File: config.mk
export PLATFORM = sky130hd
export DESIGN_NAME = vga_pattern_gen
export DESIGN_NICKNAME = d
export VERILOG_FILES = /design/src/rtl/vga_pattern_gen.sv
export SDC_FILE = /design/constraint.sdc
export NUM_CORES = 1
export LEC_CHECK = 0
export CELL_PAD_IN_SITES_DETAIL_PLACEMENT = 0
export CELL_PAD_IN_SITES_GLOBAL_PLACEMENT = 2
export CORE_UTILIZATION = 41
export CTS_CLUSTER_DIAMETER = 200
export DETAILED_ROUTE_END_ITERATION = 7
export DONT_BUFFER_PORTS = 1
export HOLD_SLACK_MARGIN = 0.1
export PLACE_DENSITY_LB_ADDON = 0.08
export SKIP_CTS_REPAIR_TIMING = 1
export SYNTH_ARGS = -nofsm -noshare
export SYNTH_HDL_FRONTEND = slang
export SYNTH_SLANG_ARGS = --single-unit
export TNS_END_PERCENT = 20
File: constraint.sdc
create_clock -name clk_25m -period 5 [get_ports clk_25m]
set_input_delay 1 -clock clk_25m [delete_from_list [all_inputs] [get_ports clk_25m]]
set_output_delay 1 -clock clk_25m [all_outputs]
set_load 0.01 [all_outputs]
File: src/rtl/vga_pattern_gen.sv
// Frame-synchronous test-pattern source for vga_driver: registered RGB pixel per request.
// Optional moving box pattern enabled by defining VGA_PATTERN_BOX_EN.
module vga_pattern_gen #(
    parameter int H_DISP             = 640,
    parameter int V_DISP             = 480,
    parameter int FRAMES_PER_PATTERN = 120,
    parameter int CHECK_SHIFT        = 5
`ifdef VGA_PATTERN_BOX_EN
    ,
    parameter int BOX_SIZE           = 32
`endif
) (
    input  logic        clk_25m,
    input  logic        rst,
    input  logic [11:0] vga_xpos,
    input  logic [11:0] vga_ypos,
    input  logic        vga_request,
    input  logic        pattern_next,
    input  logic        auto_en,
    output logic [23:0] vga_data,
    output logic [2:0]  pattern_id,
    output logic        frame_start
);

    typedef enum logic [2:0] {
        BARS  = 3'd0,
        GRID  = 3'd1,
        GRAD  = 3'd2,
        CHECK = 3'd3,
        BOX   = 3'd4
    } pattern_t;

    localparam int unsigned BAR_W    = H_DISP / 8;
    localparam logic [11:0] H_LAST   = 12'(H_DISP - 1);
    localparam logic [11:0] V_LAST   = 12'(V_DISP - 1);
    localparam logic [11:0] FPP_LAST = 12'(FRAMES_PER_PATTERN - 1);

    pattern_t    state, state_next;
    logic        pending, pending_next;
    logic [11:0] frame_cnt, frame_cnt_next;
    logic        boundary, in_range, auto_wrap;
    logic [2:0]  bar_idx;
    logic [23:0] pixel;

    assign boundary   = vga_request && (vga_xpos == '0) && (vga_ypos == '0);
    assign in_range   = (vga_xpos <= H_LAST) && (vga_ypos <= V_LAST);
    assign pattern_id = state;

    always_ff @(posedge clk_25m or posedge rst) begin
        if (rst) begin
            state     <= BARS;
            pending   <= 1'b0;
            frame_cnt <= '0;
        end else begin
            state     <= state_next;
            pending   <= pending_next;
            frame_cnt <= frame_cnt_next;
        end
    end

    // A pulse coincident with a boundary is banked for the following boundary.
    always_comb begin
        state_next     = state;
        pending_next   = pending | pattern_next;
        frame_cnt_next = frame_cnt;
        auto_wrap      = 1'b0;
        if (!auto_en) begin
            frame_cnt_next = '0;
        end else if (boundary) begin
            if (frame_cnt == FPP_LAST) begin
                auto_wrap      = 1'b1;
                frame_cnt_next = '0;
            end else begin
                frame_cnt_next = frame_cnt + 12'd1;
            end
        end
        if (boundary) begin
            pending_next = pattern_next | auto_wrap;
            if (pending) begin
                case (state)
                    BARS:    state_next = GRID;
                    GRID:    state_next = GRAD;
                    GRAD:    state_next = CHECK;
`ifdef VGA_PATTERN_BOX_EN
                    CHECK:   state_next = BOX;
`else
                    CHECK:   state_next = BARS;
`endif
                    default: state_next = BARS;
                endcase
            end
        end
    end

`ifdef VGA_PATTERN_BOX_EN
    localparam logic [11:0] BX_MAX = 12'(H_DISP - BOX_SIZE);
    localparam logic [11:0] BY_MAX = 12'(V_DISP - BOX_SIZE);

    logic [11:0] bx, by;
    logic        dx, dy;
    logic        in_box;

    // Bounce: at an edge the direction flips and the step is taken the other way.
    always_ff @(posedge clk_25m or posedge rst) begin
        if (rst) begin
            bx <= '0;
            by <= '0;
            dx <= 1'b1;
            dy <= 1'b1;
        end else if (boundary) begin
            if (dx) begin
                if (bx >= BX_MAX) begin bx <= bx - 12'd1; dx <= 1'b0; end
                else              bx <= bx + 12'd1;
            end else begin
                if (bx == '0) begin bx <= 12'd1; dx <= 1'b1; end
                else          bx <= bx - 12'd1;
            end
            if (dy) begin
                if (by >= BY_MAX) begin by <= by - 12'd1; dy <= 1'b0; end
                else              by <= by + 12'd1;
            end else begin
                if (by == '0) begin by <= 12'd1; dy <= 1'b1; end
                else          by <= by - 12'd1;
            end
        end
    end

    assign in_box = (vga_xpos >= bx) && (vga_xpos < bx + 12'(BOX_SIZE)) &&
                    (vga_ypos >= by) && (vga_ypos < by + 12'(BOX_SIZE));
`endif

    always_comb begin
        bar_idx = '0;
        for (int unsigned k = 1; k < 8; k++) begin
            if (vga_xpos >= 12'(k * BAR_W)) bar_idx = bar_idx + 3'd1;
        end
    end

    // The boundary pixel already uses the post-advance pattern, so frames never tear.
    always_comb begin
        pixel = '0;
        if (vga_request && in_range) begin
            case (state_next)
                BARS:  pixel = {{8{~bar_idx[1]}}, {8{~bar_idx[2]}}, {8{~bar_idx[0]}}};
                GRID:  pixel = ((vga_xpos[4:0] == '0) || (vga_ypos[4:0] == '0) ||
                                (vga_xpos == H_LAST) || (vga_ypos == V_LAST)) ? '1 : '0;
                GRAD:  pixel = {vga_xpos[7:0], vga_ypos[7:0], vga_xpos[7:0] ^ vga_ypos[7:0]};
                CHECK: pixel = (vga_xpos[CHECK_SHIFT] ^ vga_ypos[CHECK_SHIFT]) ? '1 : '0;
`ifdef VGA_PATTERN_BOX_EN
                BOX:   pixel = in_box ? 24'hFF8000 : 24'h000040;
`endif
                default: pixel = '0;
            endcase
        end
    end

    always_ff @(posedge clk_25m or posedge rst) begin
        if (rst) begin
            vga_data    <= '0;
            frame_start <= 1'b0;
        end else begin
            vga_data    <= pixel;
            frame_start <= boundary;
        end
    end

endmodule
# Yosys cells after proc, flatten, opt, wreduce, memory -nomap -nowiden
# Index checks and enable logic that the tools add are counted.
[word_totals] ff_bits=41 latch_bits=0 ramBits=0 rom_bits=0 input_bits=29 output_inout_bits=28 word_cells=71 n_memories=0
[op_classes] addsub=7 n_mul=0 div_mod_pow=0 order_cmp=9 eq_ne=9 shifts=0 muxes=21 bitwise_logic=7 n_reduce_logical=13
[ops] op="$pmux W24 S4" n=1
[ops] op="$mux W24" n=3
[ops] op="$ge A12 B9 Y1 const B" n=3
[ops] op="$mux W12" n=3
[ops] op="$ge A12 B8 Y1 const B" n=2
[ops] op="$logic_not A12 Y1" n=2
[ops] op="$mux W3" n=8
[ops] op="$add A3 B1 Y3 const B" n=6
[ops] op="$add A12 B1 Y12 const B" n=1
[ops] op="$eq A12 B10 Y1 const B" n=1
[ops] op="$eq A12 B7 Y1 const B" n=1
[ops] op="$eq A12 B9 Y1 const B" n=1
[ops] op="$ge A12 B10 Y1 const B" n=1
[ops] op="$ge A12 B7 Y1 const B" n=1
[ops] op="$le A12 B10 Y1 const B" n=1
[ops] op="$le A12 B9 Y1 const B" n=1
[ops] op="$logic_not A5 Y1" n=2
[ops] op="$eq A3 B2 Y1 const B" n=3
[ops] op="$xor A8 B8 Y8" n=1
[ops] op="$eq A3 B1 Y1 const B" n=2
[ops] op="$logic_not A3 Y1" n=2
[ops] op="$pmux W2 S3" n=1
[ops] op="$mux W1" n=5
[ops] op="$logic_and A1 B1 Y1" n=4
[ops] op="5 further kinds" n=10

# Logic depth before layout (Yosys ltp)
# Gate-level depths: netlist of run 1.
[logic_depth] word_depth=17 depth_mapped=21 mapped_depth_nobuf=20

# Least setup slack after synthesis of run 1
# Ideal clock, no wire load.
[synth_timing] path_kind="input port to flip-flop" startpoint="input port vga_xpos[9]" endpoint="register vga_data[10]" setup_ps=144 arrival_ps=4964 required_ps=4856 slack_ps=-108 stages=18 n_path_buf=0 path_cell_list="nor4_4 -> nand2_1 -> nor2_1 -> ha_1 -> xor2_1 -> ha_1 -> a21oi_1 -> nor3_1 -> xnor2_1 -> mux2_2 -> ha_1 -> mux2_2 -> ha_1 -> nand2_1 -> xnor3_1 -> and4_1 -> o21ai_1 -> nand3_1"
[synth_between] elab_chain_cells=17 elab_cells_between_ends=38 classes_between="add/sub: 6; order compare: 8; eq/ne: 4; mux: 11; bitwise: 1; reduce/logical: 8"
[synth_rtl] element="start, declared" line="15" rtl="input logic [11:0] vga_xpos,"
[synth_rtl] element="$ge A12 B7 Y1" line="135" rtl="if (vga_xpos >= 12'(k * BAR_W)) bar_idx = bar_idx + 3'd1;"
[synth_rtl] element="$mux W1" line="135"
[synth_rtl] element="$add A3 B1 Y3" line="135"
[synth_rtl] element="$mux W3" line="135"
[synth_rtl] element="$add A3 B1 Y3" line="135"
[synth_rtl] element="$mux W3" line="135"
[synth_rtl] element="$add A3 B1 Y3" line="135"
[synth_rtl] element="$mux W3" line="135"
[synth_rtl] element="[... 2 more ...]"
[synth_rtl] element="$add A3 B1 Y3" line="135"
[synth_rtl] element="$mux W3" line="135"
[synth_rtl] element="$add A3 B1 Y3" line="135"
[synth_rtl] element="$mux W3" line="135"
[synth_rtl] element="$not A1 Y1" line="144" rtl="BARS: pixel = {{8{~bar_idx[1]}}, {8{~bar_idx[2]}}, {8{~bar_idx[0]}}};"
[synth_rtl] element="$pmux W24 S4" line="143" rtl="case (state_next)"
[synth_rtl] element="$mux W24 *" line="142" rtl="if (vga_request && in_range) begin"
[synth_rtl] element="net pixel[10]" line="43" rtl="logic [23:0] pixel;"
[synth_rtl] element="end signal, assigned" line="162" rtl="vga_data <= pixel;"
[synth_rtl] element="end, declared" line="20" rtl="output logic [23:0] vga_data,"
# The timed path passes the listed nets; every way through them passes the cells marked *.
# A chain may end at the register's enable or synchronous reset.

# Worst setup path in the final report of run 1
[layout_timing] startpoint="input port vga_xpos[9]" endpoint="register vga_data[11]"
# Same word-level chain as after synthesis.

==> metrics.cfg, run 1 <==
[status]
status = finished clean

[placed_design]
place.detailed.hpwl_um = 5020
io_buffers = 0
gp_congestion = 0.784
dpl.cell_count = 374
pre_cts_ws_ps = 24.7

[logic_synthesis]
ys_seq_elements = 41
synthFlopType = dfrtp_1
synth_area_um2 = 2690
synth_simple_gate_area_share_pct = 28.1
synth-edff-count = 0
synth_top_family_by_area = simple AND/OR/NAND/NOR gates
synth_xor_area_share_pct = 7.68
yosysSeqAreaShare_pct = 38.2
syn_inst = 299
avgSynthCellArea_um2 = 8.99
async_reset_ff_share_pct = 100
synth_compound_area_share_pct = 17.1
syn_nets = 336
ys_warn_count = 0
synth_mux_area_share_pct = 2.05
yosysUniqueCellTypes = 51
synth-adder-area-share_pct = 3.72

[detailed_routing]
wl_um = 6720
vias = 2192
drc_errors = 0
dr.pass1.iters = 6
post_drt_wl_per_cell_um = 17.6
avgViaCountPerCell = 5.74
drt-initial-drc-count = 126
antenna_left = 0

[critical_path]
cp-end-kind = flip-flop
arrival_ps = 4830
r2r_slack_ps = 2630
r2r-start = pattern_id[2]
crit_type = in -> reg
r2r_cells = 5
start_kind = input pin
rr_endpoint = vga_data[11]
cp_max_fo = 8
required_ps = 5150

[floorplan]
dieArea_um2 = 6880
initial_core_util_pct = 42.3
die_h_um = 83.0
placementRows = 29
core_area_um2 = 6350
die_w_um = 83.0
io-pin-count = 57

[cts]
h-tree-depth = 2
root_buffer = clkbuf_8
cts_tree = built
clkTransAtPathRegs_ps = 80
insertion_delay_ps = 290
max-clock-path-buffers = 2
clock_sinks = 41
cts_buffers = 5

[pwr]
combPwrFrac_pct = 14.1
pwr-share-clk_pct = 38.9
power.net_switching_mw = 0.168
power_density_nw_per_um2 = 243
total_power_mw = 0.709
pwr-share-seq_pct = 47.0
peakVddDrop_v = 0.000178
p_leak_nw = 1.21
switching_share_pct = 23.7
intPower_mw = 0.541

[cells_and_area]
final_cell_mix = dfrtp_1 (41), nand2_1 (30), nand3_1 (22)
fin_cells = 382
fin_nets = 341
drive_above_1_share_pct = 9.84
n_antenna_cell = 0
syn2layout_area_growth_pct = 8.52
final_common_cell = dfrtp_1

[grt]
grt_pass1_vias = 2181
grt_max_degree = 42
grt_usage_pct = 20.8
antenna_found_initial = 0
grt_overflow_total = 0
grt_pass1_wl_um = 11400

[hold_path]
hp-class = reg -> reg
holdPathStages = 2
hp-start = frame_cnt[1]
hold_path_end = frame_cnt[1]

[timing]
max_freq_mhz = 214
finalHoldViolCount = 0
setup_ws_ps = 325
min_period_ps = 4670
finClkSkew_ps = 8.13
worst_pin_slew_ps = 1090
tns_ps = 0
setup_viol = 0
slew_headroom_pct = 27.1
post-route-period-util_pct = 93.5
grt_setup_unrepaired = no
maxSlewViolCount = 0
holdWs_ps = 564

[flow_run]
cap_violations = 0

-- sequential cells by signal (all words and copies together), names as in the netlist --
name / cells
vga_data: 24
frame_cnt: 12
pattern_id: 3
frame_start: 1
pending: 1
-- critical path, stage by stage --
cell and delay (ps):
nor4_4 320, nand2_1 80, nor2_1 190, ha_1 310
xor2_1 190, ha_1 280, a21oi_1 30, nor3_1 210
xnor2_1 80, mux2_2 270, ha_1 290, mux2_2 270
ha_1 200, nand2_1 60, xnor3_1 430, and4_1 220
o21ai_2 100, buf_4 180, nand3_1 90
-- worst max-delay path by stage --
stage	from	endpoint	slack, ps	cells past startpoint
2_1_floorplan	vga_xpos[9]	vga_data[10]	1	18
3_3_place_gp	vga_xpos[9]	vga_data[9]	80	19
3_5_place_dp	vga_xpos[9]	vga_data[11]	20	19
4_1_cts	vga_xpos[9]	vga_data[11]	310	19
5_1_grt	vga_xpos[9]	vga_data[14]	20	21
6_report	vga_xpos[9]	vga_data[11]	330	19
-- layer usage --
layer / routed length, µm / global-route usage, %
met2: 3210 / 34.2
met3: 258 / 3.88
met1: 3170 / 27.9
met5: 0 / 0
met4: 82 / 5.64
-- synthesized netlist by cell type, drive strengths merged, types with 4 or more instances --
cell type	instances	share of area, %
nor4	4	1.5
nand2b	5	1.2
or4	5	1.5
or3	4	0.93
a211oi	18	5.0
inv	4	0.56
a21boi	5	1.4
nor3	16	3.2
o21ai	20	3.7
xor2	8	2.6
and4	4	1.4
a21oi	12	2.4
nor3b	9	2.5
and3	5	1.2
nor2b	4	0.93
dfrtp	41	38
clkbuf	5	0.70
nor2	18	2.5
buf	6	1.3
xnor2	13	4.2
mux2	4	1.7
nand3	22	4.1
nand2	30	4.2
ha	8	3.7
-- power by group through the flow --
| stage | clock [mW] | combinational, mW | sequential, mW |
|---|---|---|---|
| after floorplan | 0 | 0.0807 | 0.340 |
| after global placement | 0 | 0.100 | 0.340 |
| after detailed placement | 0 | 0.0991 | 0.340 |
| after CTS | 0.283 | 0.100 | 0.333 |
| after global routing | 0.296 | 0.111 | 0.334 |
| final | 0.276 | 0.0999 | 0.333 |
-- cell type report --
| type | instances | area [µm²] |
|---|---|---|
| Tap cell | 77 | 96.3 |
| Clock buffer | 7 | 86.3 |
| Sequential cell | 41 | 1030 |
| Timing Repair Buffer | 9 | 67.6 |
| Clock inverter | 1 | 30.0 |
| Inverter | 5 | 31.3 |
| Fill cell | 634 | 3430 |
| Multi-Input combinational cell | 242 | 1580 |
-- through the flow --
step | util (%) | cell area [µm²]
2_1_floorplan | - | 2690
3_3_place_gp | 44.1 | 2800
3_5_place_dp | 44.1 | 2800
4_1_cts | 45.9 | 2920
5_1_grt | 45.9 | 2920
6_report | 45.9 | 2920
-- cells by family after synthesis --
| logic type | after synthesis |
|---|---|
| flops | 41 |
| xor+xnor | 22 |
| mux | 5 |
| compound gates | 69 |
| buf+inv | 16 |
| simple gates | 138 |
| fa+ha+maj | 8 |
(Power assumes the default switching activity.)
==> inputs of run 2 (changes only) <==
--- a/config.mk
+++ b/config.mk
@@ -5,10 +5,12 @@
 export SDC_FILE = /design/constraint.sdc
 export NUM_CORES = 1
 export LEC_CHECK = 0
+export CAP_MARGIN = 25
 export CELL_PAD_IN_SITES_DETAIL_PLACEMENT = 0
 export CELL_PAD_IN_SITES_GLOBAL_PLACEMENT = 2
 export CORE_UTILIZATION = 41
 export CTS_CLUSTER_DIAMETER = 200
+export CTS_CLUSTER_SIZE = 25
 export DETAILED_ROUTE_END_ITERATION = 7
 export DONT_BUFFER_PORTS = 1
 export HOLD_SLACK_MARGIN = 0.1
==> metrics.cfg, run 2 (same netlist as run 1, synthesis figures left out) <==
[status]
status = finished clean  ; unchanged

[cts]
clkTransAtPathRegs_ps = 80  ; about the same
max-clock-path-buffers = 2  ; unchanged
insertion_delay_ps = 290  ; about the same
cts_buffers = 5  ; unchanged
clock_sinks = 41  ; unchanged
cts_tree = built  ; unchanged
h-tree-depth = 2  ; unchanged
root_buffer = clkbuf_8  ; unchanged

[critical_path]
crit_type = in -> reg  ; unchanged
required_ps = 5150  ; about the same
rr_endpoint = vga_data[11]  ; unchanged
r2r_slack_ps = 2610  ; was 2630 ps
arrival_ps = 4810  ; was 4830 ps
critPathLaunch = vga_xpos[9]  ; unchanged
cp_max_fo = 8  ; unchanged
start_kind = input pin  ; unchanged
r2r_cells = 5  ; unchanged
cp-end-kind = flip-flop  ; unchanged
r2r-start = pattern_id[2]  ; unchanged

[timing]
maxSlewViolCount = 0  ; unchanged
tns_ps = 0  ; unchanged
grt_setup_unrepaired = no  ; unchanged
slew_headroom_pct = 42.6  ; was 27.1%
finalHoldViolCount = 0  ; unchanged
holdWs_ps = 564  ; unchanged
setup_viol = 0  ; unchanged
post-route-period-util_pct = 93.0  ; was 93.5%
min_period_ps = 4650  ; was 4670 ps
max_freq_mhz = 215  ; was 214 MHz
finClkSkew_ps = 8.19  ; was 8.13 ps
worst_pin_slew_ps = 854  ; was 1090 ps

[floorplan]
dieArea_um2 = 6880  ; unchanged
die_w_um = 83.0  ; unchanged
io-pin-count = 57  ; unchanged
core_area_um2 = 6350  ; unchanged
die_h_um = 83.0  ; unchanged
placementRows = 29  ; unchanged
initial_core_util_pct = 42.3  ; unchanged

[cells_and_area]
largest_reg_flops = 24  ; unchanged
final_common_cell = dfrtp_1  ; unchanged
drive_above_1_share_pct = 10.1  ; was 9.84%
syn2layout_area_growth_pct = 8.80  ; was 8.52%
regMostFlops = vga_data  ; unchanged
n_antenna_cell = 0  ; unchanged
fin_util_pct = 46.0  ; was 45.9%
fin_nets = 342  ; was 341
final_cell_mix = dfrtp_1 (41), nand2_1 (30), nand3_1 (22)  ; unchanged

[pwr]
total_power_mw = 0.710  ; was 0.709 mW
power_density_nw_per_um2 = 243  ; about the same
p_leak_nw = 1.21  ; about the same
peakVddDrop_v = 0.000178  ; unchanged

[flow_run]
cap_violations = 0  ; unchanged

[detailed_routing]
post_drt_wl_per_cell_um = 17.5  ; was 17.6 µm
dr.pass1.iters = 5  ; was 6
vias = 2191  ; was 2192
drc_errors = 0  ; unchanged
antenna_left = 0  ; unchanged
drt-initial-drc-count = 135  ; was 126
wl_um = 6720  ; about the same
avgViaCountPerCell = 5.72  ; was 5.74

[grt]
busiest_layer = met2  ; unchanged
grt_usage_pct = 20.8  ; unchanged
grt_pass1_vias = 2181  ; unchanged
grt_pass1_wl_um = 11400  ; unchanged
antenna_found_initial = 0  ; unchanged
grtUsageMet2_pct = 34.2  ; unchanged
grt_max_degree = 42  ; unchanged
grt_use_met1_pct = 27.9  ; unchanged
met3_usage_pct = 3.88  ; unchanged
grt_overflow_total = 0  ; unchanged

[placed_design]
gp_congestion = 0.784  ; unchanged
io_buffers = 0  ; unchanged
place.detailed.hpwl_um = 5020  ; unchanged

[hold_path]
hp-start = frame_cnt[1]  ; unchanged
hold_path_end = frame_cnt[1]  ; unchanged
hp-class = reg -> reg  ; unchanged
holdPathStages = 2  ; unchanged

run 2: worst max-delay path by stage:
stage	end	slack, ps	cells after the start
after global placement	vga_data[9]	80	19
after detailed placement	vga_data[11]	20	19
final	vga_data[11]	350	19
after floorplan	vga_data[10]	1	18
after global routing	vga_data[14]	40	21
after CTS	vga_data[11]	310	19
run 2: cell type report:
class / instances / area, µm²
multi-input cells: 242 / 1580
fillers: 634 / 3430
flip-flops and latches: 41 / 1030
inverters: 5 / 31.3
well taps: 77 / 96.3
repair buffers: 10 / 75.1
clock inverters: 1 / 30.0
clock buffers: 7 / 86.3
run 2: per-layer routing:
| layer | up-vias | share of wire, % |
|---|---|---|
| li1 | 1107 | - |
| met4 | 0 | 1.2 |
| met5 | - | 0 |
| met2 | 34 | 48 |
| met1 | 1044 | 47 |
| met3 | 6 | 3.9 |
run 2: critical path, cell delays in order:
cell	delay [ps]
nor4_4	320
nand2_1	80
nor2_1	190
ha_1	310
xor2_1	190
ha_1	280
a21oi_1	30
nor3_1	210
xnor2_1	80
mux2_2	270
ha_1	290
mux2_2	270
ha_1	200
nand2_1	60
xnor3_1	400
and4_1	220
o21ai_2	100
buf_4	180
nand3_1	90
run 2: per-stage QoR:
| step | cell area (µm²) | worst slack (ps) | std cells |
|---|---|---|---|
| 2_1_floorplan | 2690 | 0.964 | 299 |
| 3_3_place_gp | 2800 | 84.3 | 374 |
| 3_5_place_dp | 2800 | 24.7 | 374 |
| 4_1_cts | 2920 | 311 | 382 |
| 5_1_grt | 2920 | 42.8 | 383 |
| 6_report | 2920 | 348 | 383 |
run 2: power breakdown:
| group | total (mW) | leakage, nW | switching [mW] | internal (mW) |
|---|---|---|---|---|
| clock network | 0.276 | 0.0585 | 0.113 | 0.163 |
| logic | 0.100 | 0.584 | 0.0537 | 0.0466 |
| registers | 0.333 | 0.568 | 0.00102 | 0.332 |
| total | 0.710 | 1.21 | 0.168 | 0.542 |
